`src/rtl/debounce_edge_stage_if.sv`:
```
// Signal bundle between a raw input source and the debounce stage.
// The master side drives the raw level; the slave side (the debouncer)
// returns the cleaned level, edge pulses and the press counter.
interface debounce_edge_stage_if #(
  parameter int CNT_W = 8
);
  logic             raw_in;
  logic             level_out;
  logic             rise_pulse;
  logic             fall_pulse;
  logic [CNT_W-1:0] press_count;

  modport master (
    output raw_in,
    input  level_out,
    input  rise_pulse,
    input  fall_pulse,
    input  press_count
  );

  modport slave (
    input  raw_in,
    output level_out,
    output rise_pulse,
    output fall_pulse,
    output press_count
  );
endinterface

```
`src/rtl/debounce_edge_stage.sv`:
```
// Input conditioning for a bouncing switch: two-flop synchroniser, a
// four-state stability FSM producing a registered debounced level,
// one-cycle rise/fall pulses and a wrapping count of accepted presses.
module debounce_edge_stage #(
  parameter int STABLE_CYCLES = 4,
  parameter int CNT_W         = 8
) (
  input  logic                  clk,
  input  logic                  rst,
  debounce_edge_stage_if.slave  bus
);

  localparam int             CW       = $clog2(STABLE_CYCLES + 1);
  localparam logic [CW-1:0]  CNT_ONE  = CW'(1);
  localparam logic [CW-1:0]  CNT_LAST = CW'(STABLE_CYCLES - 1);
  localparam logic [CW-1:0]  CNT_FULL = CW'(STABLE_CYCLES);

  typedef enum logic [1:0] {
    STABLE_LOW,
    CHECK_HIGH,
    STABLE_HIGH,
    CHECK_LOW
  } state_t;

  logic             s1;
  logic             s2;
  state_t           state;
  logic [CW-1:0]    cnt;
  logic             level_q;
  logic             rise_q;
  logic             fall_q;
  logic [CNT_W-1:0] press_q;

  // Two-flop synchroniser bringing the asynchronous raw input into clk.
  always_ff @(posedge clk) begin
    if (rst) begin
      s1 <= 1'b0;
      s2 <= 1'b0;
    end else begin
      // NOTE: non-blocking so s2 takes last cycle's s1; a blocking
      // assignment here would collapse the two stages into one flop.
      s1 <= bus.raw_in;
      s2 <= s1;
    end
  end

  // Stability FSM: a level change is accepted only after STABLE_CYCLES
  // consecutive matching samples of s2; outputs are registered here.
  always_ff @(posedge clk) begin
    if (rst) begin
      state   <= STABLE_LOW;
      cnt     <= '0;
      level_q <= 1'b0;
      rise_q  <= 1'b0;
      fall_q  <= 1'b0;
      press_q <= '0;
    end else begin
      rise_q <= 1'b0;
      fall_q <= 1'b0;
      case (state)
        STABLE_LOW: begin
          if (s2) begin
            state <= CHECK_HIGH;
            cnt   <= CNT_ONE;
          end
        end
        CHECK_HIGH: begin
          if (!s2) begin
            state <= STABLE_LOW;
            cnt   <= '0;
          end else if (cnt == CNT_LAST) begin
            state   <= STABLE_HIGH;
            cnt     <= CNT_FULL;
            level_q <= 1'b1;
            rise_q  <= 1'b1;
            press_q <= press_q + 1'b1;
          end else begin
            cnt <= cnt + 1'b1;
          end
        end
        STABLE_HIGH: begin
          if (!s2) begin
            state <= CHECK_LOW;
            cnt   <= CNT_ONE;
          end
        end
        CHECK_LOW: begin
          if (s2) begin
            state <= STABLE_HIGH;
            cnt   <= '0;
          end else if (cnt == CNT_LAST) begin
            state   <= STABLE_LOW;
            cnt     <= CNT_FULL;
            level_q <= 1'b0;
            fall_q  <= 1'b1;
          end else begin
            cnt <= cnt + 1'b1;
          end
        end
        default: begin
          state <= STABLE_LOW;
          cnt   <= '0;
        end
      endcase
    end
  end

  assign bus.level_out   = level_q;
  assign bus.rise_pulse  = rise_q;
  assign bus.fall_pulse  = fall_q;
  assign bus.press_count = press_q;

endmodule

```
`src/flat_wrapper.sv`:
```
// flat-port wrapper written by rule: the top's interface ports become plain ports
module debounce_edge_stage_flat 
#(
  parameter int STABLE_CYCLES = 4,
  parameter int CNT_W         = 8
)
  (clk, rst, bus_raw_in, bus_level_out, bus_rise_pulse, bus_fall_pulse, bus_press_count);
  debounce_edge_stage_if #(.CNT_W(CNT_W)) bus_i ();
  input  logic clk;
  input  logic rst;
  input wire logic [$bits(bus_i.raw_in)-1:0] bus_raw_in;
  output wire logic [$bits(bus_i.level_out)-1:0] bus_level_out;
  output wire logic [$bits(bus_i.rise_pulse)-1:0] bus_rise_pulse;
  output wire logic [$bits(bus_i.fall_pulse)-1:0] bus_fall_pulse;
  output wire logic [$bits(bus_i.press_count)-1:0] bus_press_count;
  assign bus_i.raw_in = bus_raw_in;
  assign bus_level_out = bus_i.level_out;
  assign bus_rise_pulse = bus_i.rise_pulse;
  assign bus_fall_pulse = bus_i.fall_pulse;
  assign bus_press_count = bus_i.press_count;
  debounce_edge_stage #(.STABLE_CYCLES(STABLE_CYCLES), .CNT_W(CNT_W)) u_core (.clk(clk), .rst(rst), .bus(bus_i));
endmodule
```
`config.mk`:
```
export PLATFORM = sky130hd
export DESIGN_NAME = debounce_edge_stage_flat
export DESIGN_NICKNAME = d
export VERILOG_FILES = /design/src/rtl/debounce_edge_stage_if.sv /design/src/rtl/debounce_edge_stage.sv /design/src/flat_wrapper.sv
export SDC_FILE = /design/constraint.sdc
export NUM_CORES = 1
export LEC_CHECK = 0
export BUFFER_PORTS_ARGS = -buffer_cell sky130_fd_sc_hd__buf_2
export CAP_MARGIN = 20
export CORE_UTILIZATION = 49
export DETAILED_ROUTE_END_ITERATION = 7
export PLACE_DENSITY = 0.71
export SLEW_MARGIN = 20
export SYNTH_ARGS = -nofsm -noshare
export SYNTH_HDL_FRONTEND = slang
export SYNTH_SLANG_ARGS = --single-unit
```
`constraint.sdc`:
```
create_clock -name clk -period 5.3 [get_ports clk]
set_input_delay 0.53 -clock clk [delete_from_list [all_inputs] [get_ports clk]]
set_output_delay 0.53 -clock clk [all_outputs]
set_load 0.05 [all_outputs]
```
==> results of run 1 <==
routing by layer:
| metal | vias to the layer above | share of wire (%) | track usage [%] |
|---|---|---|---|
| li1 | 321 | - | - |
| met1 | 291 | 51 | 22.0 |
| met2 | 13 | 44 | 29.1 |
| met3 | 2 | 4.1 | 3.88 |
| met4 | 0 | 0.88 | 7.50 |
| met5 | - | 0 | 0 |
cell families (layout without fill, tap and decap cells):
| group | Yosys count | in the layout | share of synthesized area, % |
|---|---|---|---|
| compound gates | 17 | 17 | 12.7 |
| xor+xnor | 2 | 2 | 2.22 |
| fa+ha+maj | 4 | 4 | 6.34 |
| buf+inv | 9 | 22 | 5.39 |
| flops | 18 | 18 | 45.6 |
| mux | 2 | 2 | 2.69 |
| simple gates | 31 | 31 | 25.0 |
metrics by stage:
step	setup WS (ns)	instance area (um^2)	instances	utilization, %
global route	3.32	887	112	58.9
floorplan	3.61	790	83	-
global placement	3.58	851	108	56.5
finish	3.43	887	112	58.9
detailed placement	3.51	851	108	56.5
CTS	3.42	887	112	58.9
layout by cell type (no fill, tap or decap), types with 2 or more instances in the layout:
cell type / instances
nand3_1: 2
inv_1: 5
buf_2: 13
dfxtp_1: 18
nand3b_1: 2
nor2b_1: 3
o31ai_1: 4
a21oi_1: 9
clkbuf_4: 3
nor2_1: 5
or3_1: 2
xor2_1: 2
or4_1: 4
o21ai_0: 2
nand2_1: 5
nor3b_1: 2
ha_1: 4
critical path: cells and delay by family (launching register included):
family                   cells  cell delay, ns
AND/OR/NAND/NOR              2            0.62
flip-flops                   1            0.36
adder cells (fa/ha/maj)      2            0.42
multiplexers                 1            0.38
worst max-delay path by stage:
stage / startpoint / end / slack [ns]
2_1_floorplan: u_core.cnt[0]$_SDFFE_PP0P_ / u_core.bus.press_count[7]$_SDFFE_PP0P_ / 3.61
3_3_place_gp: u_core.cnt[0]$_SDFFE_PP0P_ / u_core.bus.press_count[7]$_SDFFE_PP0P_ / 3.58
3_5_place_dp: u_core.cnt[0]$_SDFFE_PP0P_ / u_core.bus.press_count[7]$_SDFFE_PP0P_ / 3.51
4_1_cts: u_core.cnt[0]$_SDFFE_PP0P_ / u_core.bus.press_count[7]$_SDFFE_PP0P_ / 3.42
5_1_grt: u_core.cnt[0]$_SDFFE_PP0P_ / u_core.bus.press_count[7]$_SDFFE_PP0P_ / 3.32
6_report: u_core.cnt[0]$_SDFFE_PP0P_ / u_core.bus.press_count[7]$_SDFFE_PP0P_ / 3.43
area by class of cell:
type	instances	share of cell area (%)
flip-flops and latches	18	40.6
multi-input cells	56	43.6
inverters	5	2.12
repair buffers	13	7.33
well taps	16	2.26
clock buffers	4	4.09
state kept, by name, summed over array words and instances (netlist names), named ones only:
name	cells
u_core.cnt	3
u_core.s1	1
u_core.bus.level_out	1
u_core.bus.fall_pulse	1
u_core.bus.rise_pulse	1
u_core.state	1
u_core.bus.press_count	8
u_core.s2	1
report_power, final:
part | internal, mW | switching [mW]
sequential | 0.137 | 0.00195
clock | 0.0418 | 0.0417
combinational | 0.00308 | 0.00637
==> qor.csv, run 1 <==
metric;value;unit
period utilisation layout;35.4;%
count leader, synth;dfxtp_1;
synthesized instance count;83;
1st-iter DRT viols;8;
Critical R2R Launch;u_core.cnt[0]$_SDFFE_PP0P_;
Data required, critical path;5.48;ns
leakage;0.391;nW
H-Tree Level Count;1;
port bufs;13;
largest net degree at the start of global routing;19;
Routed wire per std cell;12.2;um
Starting Density;52.4;%
Clock transition at path regs;0.10;ns
HP Start;u_core.s1$_SDFF_PP0_;
# nets final;104;
DR pass1 iterations;4;
dpl hpwl;910;um
total chip power;0.232;mW
remaining global-route overflow;0;
Slew @ Worst Pin;0.380;ns
CTS resizes;0;
fin. max-slew vios;0;
post-DR vias/cell;5.60;
area leader, netlist;dfxtp_1;
hold path depth;1;
core area;1510;um^2
antenna viol nets, final;0;
antenna cell count;0;
slowest stage delay, CP;0.40;ns
CP cell instances;ha_1 > ha_1 > nand4b_4 > nor4_1 > mux2_2;
final hold slack;0.447;ns
peak supply drop;149;uV
final hold violations;0;
Final GP Congestion;0.793;
top cells by instance count after synthesis;18 x dfxtp_1, 9 x a21oi_1, 5 x inv_1, 5 x nand2_1, 5 x nor2_1;
Die Wd;42.1;um
max cap viols;0;
storage element area;360;um^2
Post-synth EDFFs;0;
initial antenna violation count;0;
first-pass GRT wire length;2400;um
via count;627;
Synth area leaders;dfxtp_1 46%, ha_1 6.3%, a21oi_1 5.7%, o31ai_1 3.8%, or4_1 3.8%;
reg-to-reg slack, setup;3.43;ns
CP arrival;2.06;ns
P&R area growth vs syn;12.4;%
vias in the first global route;577;
Hold Crit Class;flip-flop to flip-flop;
relative slew slack;74.4;%
area of the multi-input gates;387;um^2
clock buffer depth;2;
WS Path Type;flip-flop to flip-flop;
status;complete, no violations;
CTS Hold Buffers Added;0;
Layout fillers;143;
clk_skew;0.00705;ns
Post-Synthesis Cell Area;790;um^2
Crit-path slowest cell;nor4_1;
Yosys cell types;28;
Ys Warns;0;
Worst-Skew Late Latency;0.29;ns
crit path capture type;flip-flop;
Yosys reg bits;18;
Std-Cell Rows;14;
Post-synth ARST share;0;%
final setup fails;0;
RR Endpoint;u_core.bus.press_count[7]$_SDFFE_PP0P_;
io pins;14;
Worst Hold Endpoint;u_core.s2$_SDFF_PP0_;
worst r2r path cells;5;
DRC violations left;0;
CTS buffer count;3;
pwr dens;262;nW/um^2
Syn Area/Cell;9.51;um^2
Final TNS setup;0;ns
CTS tree;yes;
Clock Tree Root;clkbuf_4;
Synth top area share;45.6;%
CP most frequent cell;ha_1;
RSZ-0062 raised after global routing;no;
final WL;1370;um
die area;1780;um^2
crit start category;flip-flop;
crit path max fanout;13;
layout cell share with drive strength beyond 1;20.8;%
GR Util All Layers;17.6;%
Syn Nets;90;
Die Span Y;42.1;um
sequential share of the synthesized area;45.6;%
Final Critical Period;1.87;ns
Max Clk Rate;534;MHz
Post-CTS Setup Inserts;0;
Synth Flop Type;dfxtp_1;
clk sink count;18;
Note: power is estimated with default switching activity, not from simulation.
==> run 2, diff against run 1 <==
--- a/config.mk
+++ b/config.mk
@@ -7,9 +7,9 @@
 export LEC_CHECK = 0
 export BUFFER_PORTS_ARGS = -buffer_cell sky130_fd_sc_hd__buf_2
 export CAP_MARGIN = 20
-export CORE_UTILIZATION = 49
+export CORE_UTILIZATION = 47
 export DETAILED_ROUTE_END_ITERATION = 7
-export PLACE_DENSITY = 0.71
+export PLACE_DENSITY = 0.72
 export SLEW_MARGIN = 20
 export SYNTH_ARGS = -nofsm -noshare
 export SYNTH_HDL_FRONTEND = slang
==> constraint.sdc (replaced) <==
create_clock -name clk -period 1.5 [get_ports clk]
set_input_delay 0.15 -clock clk [delete_from_list [all_inputs] [get_ports clk]]
set_output_delay 0.15 -clock clk [all_outputs]
set_load 0.05 [all_outputs]
==> run 2 against run 1 <==
Net effect: fmax increased by 27%; first-iteration DRC count rose by 25%; clock power rose to 2.8 times the previous value; flip-flop and latch count did not move; worst hold slack got worse by 0.38 ns; non-clock buffer count is 7 higher; critical path depth is the same.
==> qor.csv, run 2 (synthesis results as in run 1) <==
metric;value;unit;change
status;complete, no violations;;unchanged
Final GP Congestion;0.705;;was 0.793
Crit-path slowest cell;or4_4;;was nor4_1
Clock Tree Root;clkbuf_4;;unchanged
initial antenna violation count;0;;unchanged
CP most frequent cell;ha_4;;was ha_1
antenna viol nets, final;0;;unchanged
Max Clk Rate;677;MHz;was 534 MHz
crit start category;flip-flop;;unchanged
total chip power;0.772;mW;was 0.232 mW
H-Tree Level Count;1;;unchanged
relative slew slack;77.1;%;was 74.4%
DRC violations left;0;;unchanged
most frequent cells in the layout;13 x buf_2, 10 x dfxtp_1, 8 x dfxtp_2;;was 18 x dfxtp_1, 13 x buf_2, 9 x a21oi_1
final setup fails;0;;unchanged
most common cell after layout, fill and taps aside;buf_2;;was dfxtp_1
fin cells;119;;was 112
CTS buffer count;3;;unchanged
switching power;0.177;mW;was 0.0500 mW
Comb power frac;5.6;%;was 4.1%
crit path capture type;flip-flop;;unchanged
Worst-Skew Late Latency;0.30;ns;was 0.29 ns
Pint;0.595;mW;was 0.182 mW
Net Sw Frac;22.9;%;was 21.6%
HP Start;bus_raw_in;;was u_core.s1$_SDFF_PP0_
cell total after placement;113;;was 108
Final Critical Period;1.48;ns;was 1.87 ns
Starting Density;51.2;%;was 52.4%
hold path depth;2;;was 1
clock buffer depth;2;;unchanged
Seq pwr share;63.8;%;was 59.9%
first-pass GRT wire length;2490;um;was 2400 um
Hold Crit Class;primary input to flip-flop;;was flip-flop to flip-flop
reg-to-reg slack, setup;0.02;ns;was 3.43 ns
vias in the first global route;592;;was 577
period utilisation layout;98.5;%;was 35.4%
io pins;14;;unchanged
clock share of power;30.6;%;was 36.0%
leakage;0.465;nW;was 0.391 nW
CTS Hold Buffers Added;0;;unchanged
DR pass1 iterations;4;;unchanged
RSZ-0062 raised after global routing;yes;;was no
Worst Hold Endpoint;u_core.s1$_SDFF_PP0_;;was u_core.s2$_SDFF_PP0_
CP Buf/Inv Count;0;;unchanged
P&R area growth vs syn;28.7;%;was 12.4%
max reg flops;8;;unchanged
1st-iter DRT viols;10;;was 8
die area;1850;um^2;was 1780 um^2
antenna cell count;0;;unchanged
CTS tree;yes;;unchanged
CP cell instances;ha_4 > ha_4 > nand4b_4 > or4_4 > a21oi_2;;was ha_1 > ha_1 > nand4b_4 > nor4_1 > mux2_2
Die Wd;43.0;um;was 42.1 um
Clock transition at path regs;0.10;ns;about the same
dpl hpwl;1020;um;was 910 um
fin. max-slew vios;0;;unchanged
CP arrival;1.71;ns;was 2.06 ns
pwr dens;759;nW/um^2;was 262 nW/um^2
# nets final;112;;was 104
Routed wire per std cell;13.6;um;was 12.2 um
slowest stage delay, CP;0.44;ns;was 0.40 ns
Die Span Y;43.0;um;was 42.1 um
crit path max fanout;5;;was 13
source of the critical timing path;u_core.cnt[1]$_SDFFE_PP0P_;;was u_core.cnt[0]$_SDFFE_PP0P_
Layout fillers;122;;was 143
largest net degree at the start of global routing;19;;unchanged
layout cell share with drive strength beyond 1;42.7;%;was 20.8%
crit-path leading delay family;simple AND/OR/NAND/NOR gates;;unchanged
Critical R2R Launch;u_core.cnt[1]$_SDFFE_PP0P_;;was u_core.cnt[0]$_SDFFE_PP0P_
Data required, critical path;1.73;ns;was 5.48 ns
clk sink count;18;;unchanged
remaining global-route overflow;0;;unchanged
final hold violations;0;;unchanged
peak supply drop;628;uV;was 149 uV
GR Util All Layers;18.8;%;was 17.6%
WS Path Type;flip-flop to flip-flop;;unchanged
RR Endpoint;u_core.bus.press_count[5]$_SDFFE_PP0P_;;was u_core.bus.press_count[7]$_SDFFE_PP0P_
port bufs;13;;unchanged
worst r2r path cells;5;;unchanged
post-DR vias/cell;5.72;;was 5.60
via count;681;;was 627
core area;1540;um^2;was 1510 um^2
clk_skew;0.00609;ns;was 0.00705 ns
final WL;1620;um;was 1370 um
Slew @ Worst Pin;0.343;ns;was 0.380 ns
Std-Cell Rows;14;;unchanged
max cap viols;0;;unchanged
-- run 2: power by group through the flow --
stage	registers, mW	logic, mW	clock network [mW]
2_1_floorplan	0.510	0.0201	0
3_3_place_gp	0.501	0.0395	0
3_5_place_dp	0.502	0.0410	0
4_1_cts	0.492	0.0432	0.248
5_1_grt	0.493	0.0482	0.268
6_report	0.492	0.0434	0.236
-- run 2: stage by stage --
stage / setup TNS [ns] / hold slack, ns / area [um^2] / worst slack (ns) / util (%)
after floorplan: 0 / 0.278 / 831 / 0.0211 / -
after global placement: 0 / 0.367 / 930 / 0.00919 / 60.3
after detailed placement: -0.0887 / 0.381 / 930 / -0.0430 / 60.3
after CTS: 0 / 0.0665 / 982 / 0.0369 / 63.7
after global routing: -0.127 / 0.0593 / 1020 / -0.0535 / 65.9
final: 0 / 0.0717 / 1020 / 0.0232 / 65.9
-- run 2: layer usage --
layer | global-route usage (%) | up-vias | part of all wire (%)
li1 | - | 340 | -
met1 | 21.3 | 313 | 44
met2 | 29.7 | 24 | 48
met3 | 6.38 | 4 | 5.2
met4 | 12.7 | 0 | 2.7
met5 | 0 | - | 0
-- run 2: repair_timing --
action | in CTS | in global routing
setup endpoints to repair | 3 | 4
pin swaps | 3 | 1
buffers inserted | 2 | 0
gates cloned | 1 | 0
resized for setup | 0 | 7
-- run 2: final cells by class --
type,instances,area (um^2),area share (%)
multi-input combinational,57,467,45.9
clock buffer,3,22.5,2.22
tap,16,20.0,1.97
timing repair buffer,20,118,11.6
inverter,5,18.8,1.85
sequential,18,370,36.5
-- run 2: worst max-delay path by stage --
| stage | to | slack (ns) | cells past startpoint |
|---|---|---|---|
| floorplan | u_core.bus.press_count[7]$_SDFFE_PP0P_ | 0.02 | 6 |
| global placement | u_core.bus.press_count[6]$_SDFFE_PP0P_ | 0.009 | 5 |
| detailed placement | u_core.bus.press_count[5]$_SDFFE_PP0P_ | -0.04 | 5 |
| CTS | u_core.bus.press_count[3]$_SDFFE_PP0P_ | 0.04 | 5 |
| global route | u_core.bus.press_count[5]$_SDFFE_PP0P_ | -0.05 | 6 |
| finish | u_core.bus.press_count[5]$_SDFFE_PP0P_ | 0.02 | 5 |
==> run 3, diff against run 2 <==
--- a/config.mk
+++ b/config.mk
@@ -7,9 +7,8 @@
 export LEC_CHECK = 0
 export BUFFER_PORTS_ARGS = -buffer_cell sky130_fd_sc_hd__buf_2
 export CAP_MARGIN = 20
-export CORE_UTILIZATION = 47
+export CORE_UTILIZATION = 30
 export DETAILED_ROUTE_END_ITERATION = 7
-export PLACE_DENSITY = 0.72
 export SLEW_MARGIN = 20
 export SYNTH_ARGS = -nofsm -noshare
 export SYNTH_HDL_FRONTEND = slang
==> constraint.sdc (replaced) <==
create_clock -name clk -period 1.6 [get_ports clk]
set_input_delay 0.16 -clock clk [delete_from_list [all_inputs] [get_ports clk]]
set_output_delay 0.16 -clock clk [all_outputs]
set_load 0.05 [all_outputs]
==> run 3 against run 2 <==
Net effect: clock power increased by 23%; combinational power shrank 20%; fmax down 3.2%; critical path depth is the same; critical path type unchanged; largest cell class unchanged.
==> qor.csv, run 3 (synthesis results as in run 1) <==
metric;value;unit;change
most common cell after layout, fill and taps aside;dfxtp_1;;was buf_2
Final Critical Period;1.53;ns;was 1.48 ns
cell total after placement;124;;was 113
post-DR vias/cell;5.07;;was 5.72
max cap viols;0;;unchanged
dpl hpwl;1060;um;was 1020 um
DR pass1 iterations;4;;unchanged
P&R area growth vs syn;30.1;%;was 28.7%
final WL;1670;um;was 1620 um
max reg flops;8;;unchanged
Hold Crit Class;primary input to flip-flop;;unchanged
CP arrival;1.77;ns;was 1.71 ns
RR Endpoint;u_core.bus.press_count[6]$_SDFFE_PP0P_;;was u_core.bus.press_count[5]$_SDFFE_PP0P_
switching power;0.182;mW;was 0.177 mW
worst r2r path cells;5;;unchanged
WS Path Type;flip-flop to flip-flop;;unchanged
Clock transition at path regs;0.11;ns;was 0.10 ns
pwr dens;767;nW/um^2;was 759 nW/um^2
Die Wd;53.3;um;was 43.0 um
fin cells;132;;was 119
Comb power frac;4.4;%;was 5.6%
leakage;0.459;nW;was 0.465 nW
RSZ-0062 raised after global routing;no;;was yes
relative slew slack;73.5;%;was 77.1%
Max Clk Rate;656;MHz;was 677 MHz
crit path capture type;flip-flop;;unchanged
Clock Tree Root;clkbuf_4;;unchanged
core area;2480;um^2;was 1540 um^2
port bufs;13;;unchanged
crit path max fanout;5;;unchanged
Data required, critical path;1.84;ns;was 1.73 ns
Layout fillers;253;;was 122
GR Util All Layers;14.3;%;was 18.8%
Seq pwr share;58.7;%;was 63.8%
status;complete, no violations;;unchanged
final hold slack;0.0551;ns;was 0.0717 ns
period utilisation layout;95.3;%;was 98.5%
clk_skew;0.00232;ns;was 0.00609 ns
peak supply drop;416;uV;was 628 uV
clock buffer depth;2;;unchanged
Std-Cell Rows;18;;was 14
antenna viol nets, final;0;;unchanged
initial antenna violation count;0;;unchanged
die area;2840;um^2;was 1850 um^2
CTS Hold Buffers Added;0;;unchanged
Die Span Y;53.3;um;was 43.0 um
DRC violations left;0;;unchanged
Critical R2R Launch;u_core.cnt[1]$_SDFFE_PP0P_;;unchanged
Routed wire per std cell;12.7;um;was 13.6 um
layout cell share with drive strength beyond 1;38.2;%;was 42.7%
fin. max-slew vios;0;;unchanged
# nets final;110;;was 112
H-Tree Level Count;1;;unchanged
final setup fails;0;;unchanged
critical path endpoint;u_core.bus.press_count[6]$_SDFFE_PP0P_;;was u_core.bus.press_count[5]$_SDFFE_PP0P_
vias in the first global route;600;;was 592
clock share of power;36.9;%;was 30.6%
most frequent cells in the layout;14 x dfxtp_1, 13 x buf_2, 7 x a21oi_1;;was 13 x buf_2, 10 x dfxtp_1, 8 x dfxtp_2
remaining global-route overflow;0;;unchanged
crit start category;flip-flop;;unchanged
first-pass GRT wire length;2760;um;was 2490 um
clk sink count;18;;unchanged
Pint;0.606;mW;was 0.595 mW
io pins;14;;unchanged
antenna cell count;0;;unchanged
Net Sw Frac;23.1;%;was 22.9%
source of the critical timing path;u_core.cnt[1]$_SDFFE_PP0P_;;unchanged
via count;669;;was 681
Worst-Skew Late Latency;0.30;ns;about the same
CTS buffer count;3;;unchanged
reg-to-reg slack, setup;0.07;ns;was 0.02 ns
Slew @ Worst Pin;0.397;ns;was 0.343 ns
Starting Density;31.9;%;was 51.2%
Final GP Congestion;0.757;;was 0.705
largest net degree at the start of global routing;19;;unchanged
CTS tree;yes;;unchanged
final hold violations;0;;unchanged
1st-iter DRT viols;8;;was 10
run 3: cell count changes in the layout (fill, tap and decap cells not counted):
cell	change
nor4_2	-1
dfxtp_1	+4
nand4b_4	-1
dfxtp_2	-4
nand4b_2	+1
buf_4	-2
clkbuf_8	+1
nor4_4	+1
run 3: per-layer routing:
| layer | up-vias | part of all wire (%) | track usage (%) |
|---|---|---|---|
| met3 | 5 | 5.1 | 6.03 |
| met2 | 14 | 48 | 24.4 |
| met4 | 0 | 1.6 | 6.58 |
| li1 | 338 | - | - |
| met1 | 312 | 45 | 14.9 |
| met5 | - | 0 | 0 |
run 3: cell type report:
class                   instances  area [um^2]  share of cell area (%)
flip-flops and latches         18          365                    35.6
repair buffers                 18          103                    9.99
clock buffers                   4         36.3                    3.53
multi-input cells              57          467                    45.4
inverters                       5         18.8                    1.83
well taps                      30         37.5                    3.65
run 3: through the flow:
| step | area, um^2 | setup slack (ns) | power (mW) | utilization (%) | setup TNS [ns] |
|---|---|---|---|---|---|
| final | 1030 | 0.0749 | 0.788 | 41.5 | 0 |
| after global routing | 1030 | 0.0136 | 0.829 | 41.5 | 0 |
| after CTS | 995 | 0.0327 | 0.802 | 40.2 | 0 |
| after detailed placement | 907 | -0.0318 | 0.506 | 36.6 | -0.0627 |
| after global placement | 907 | 0.0419 | 0.505 | 36.6 | 0 |
| after floorplan | 813 | -0.00919 | 0.496 | - | -0.00919 |
run 3: worst max-delay path: stages, from the launching register on:
cell      delay [ns]
dfxtp_2         0.37
ha_4            0.15
ha_4            0.16
nand4b_4        0.15
or4_1           0.49
a21oi_1         0.14
run 3: what timing repair did:
| action | 4_1_cts | 5_1_grt |
|---|---|---|
| cloned | 1 | 0 |
| hold endpoints to repair | 0 | 0 |
| buffers inserted | 2 | 1 |
| pin swaps | 1 | 2 |
| resized for setup | 4 | 6 |
| setup endpoints to repair | 4 | 2 |
run 3: how the worst min path moves through the flow:
| stage | cells after the start | to | slack (ns) | startpoint |
|---|---|---|---|---|
| finish | 2 | u_core.s1$_SDFF_PP0_ | 0.06 | bus_raw_in |
| global route | 2 | u_core.s1$_SDFF_PP0_ | 0.05 | bus_raw_in |
| CTS | 2 | u_core.s1$_SDFF_PP0_ | 0.05 | bus_raw_in |
| detailed placement | 2 | u_core.s1$_SDFF_PP0_ | 0.38 | bus_raw_in |
| global placement | 2 | u_core.s1$_SDFF_PP0_ | 0.37 | bus_raw_in |
| floorplan | 1 | u_core.s1$_SDFF_PP0_ | 0.29 | bus_raw_in |
run 3: power by group through the flow:
stage	clock network [mW]	registers [mW]	logic [mW]
6_report	0.290	0.463	0.0348
5_1_grt	0.326	0.465	0.0380
4_1_cts	0.305	0.463	0.0347
3_5_place_dp	0	0.471	0.0343
3_3_place_gp	0	0.471	0.0335
2_1_floorplan	0	0.477	0.0186
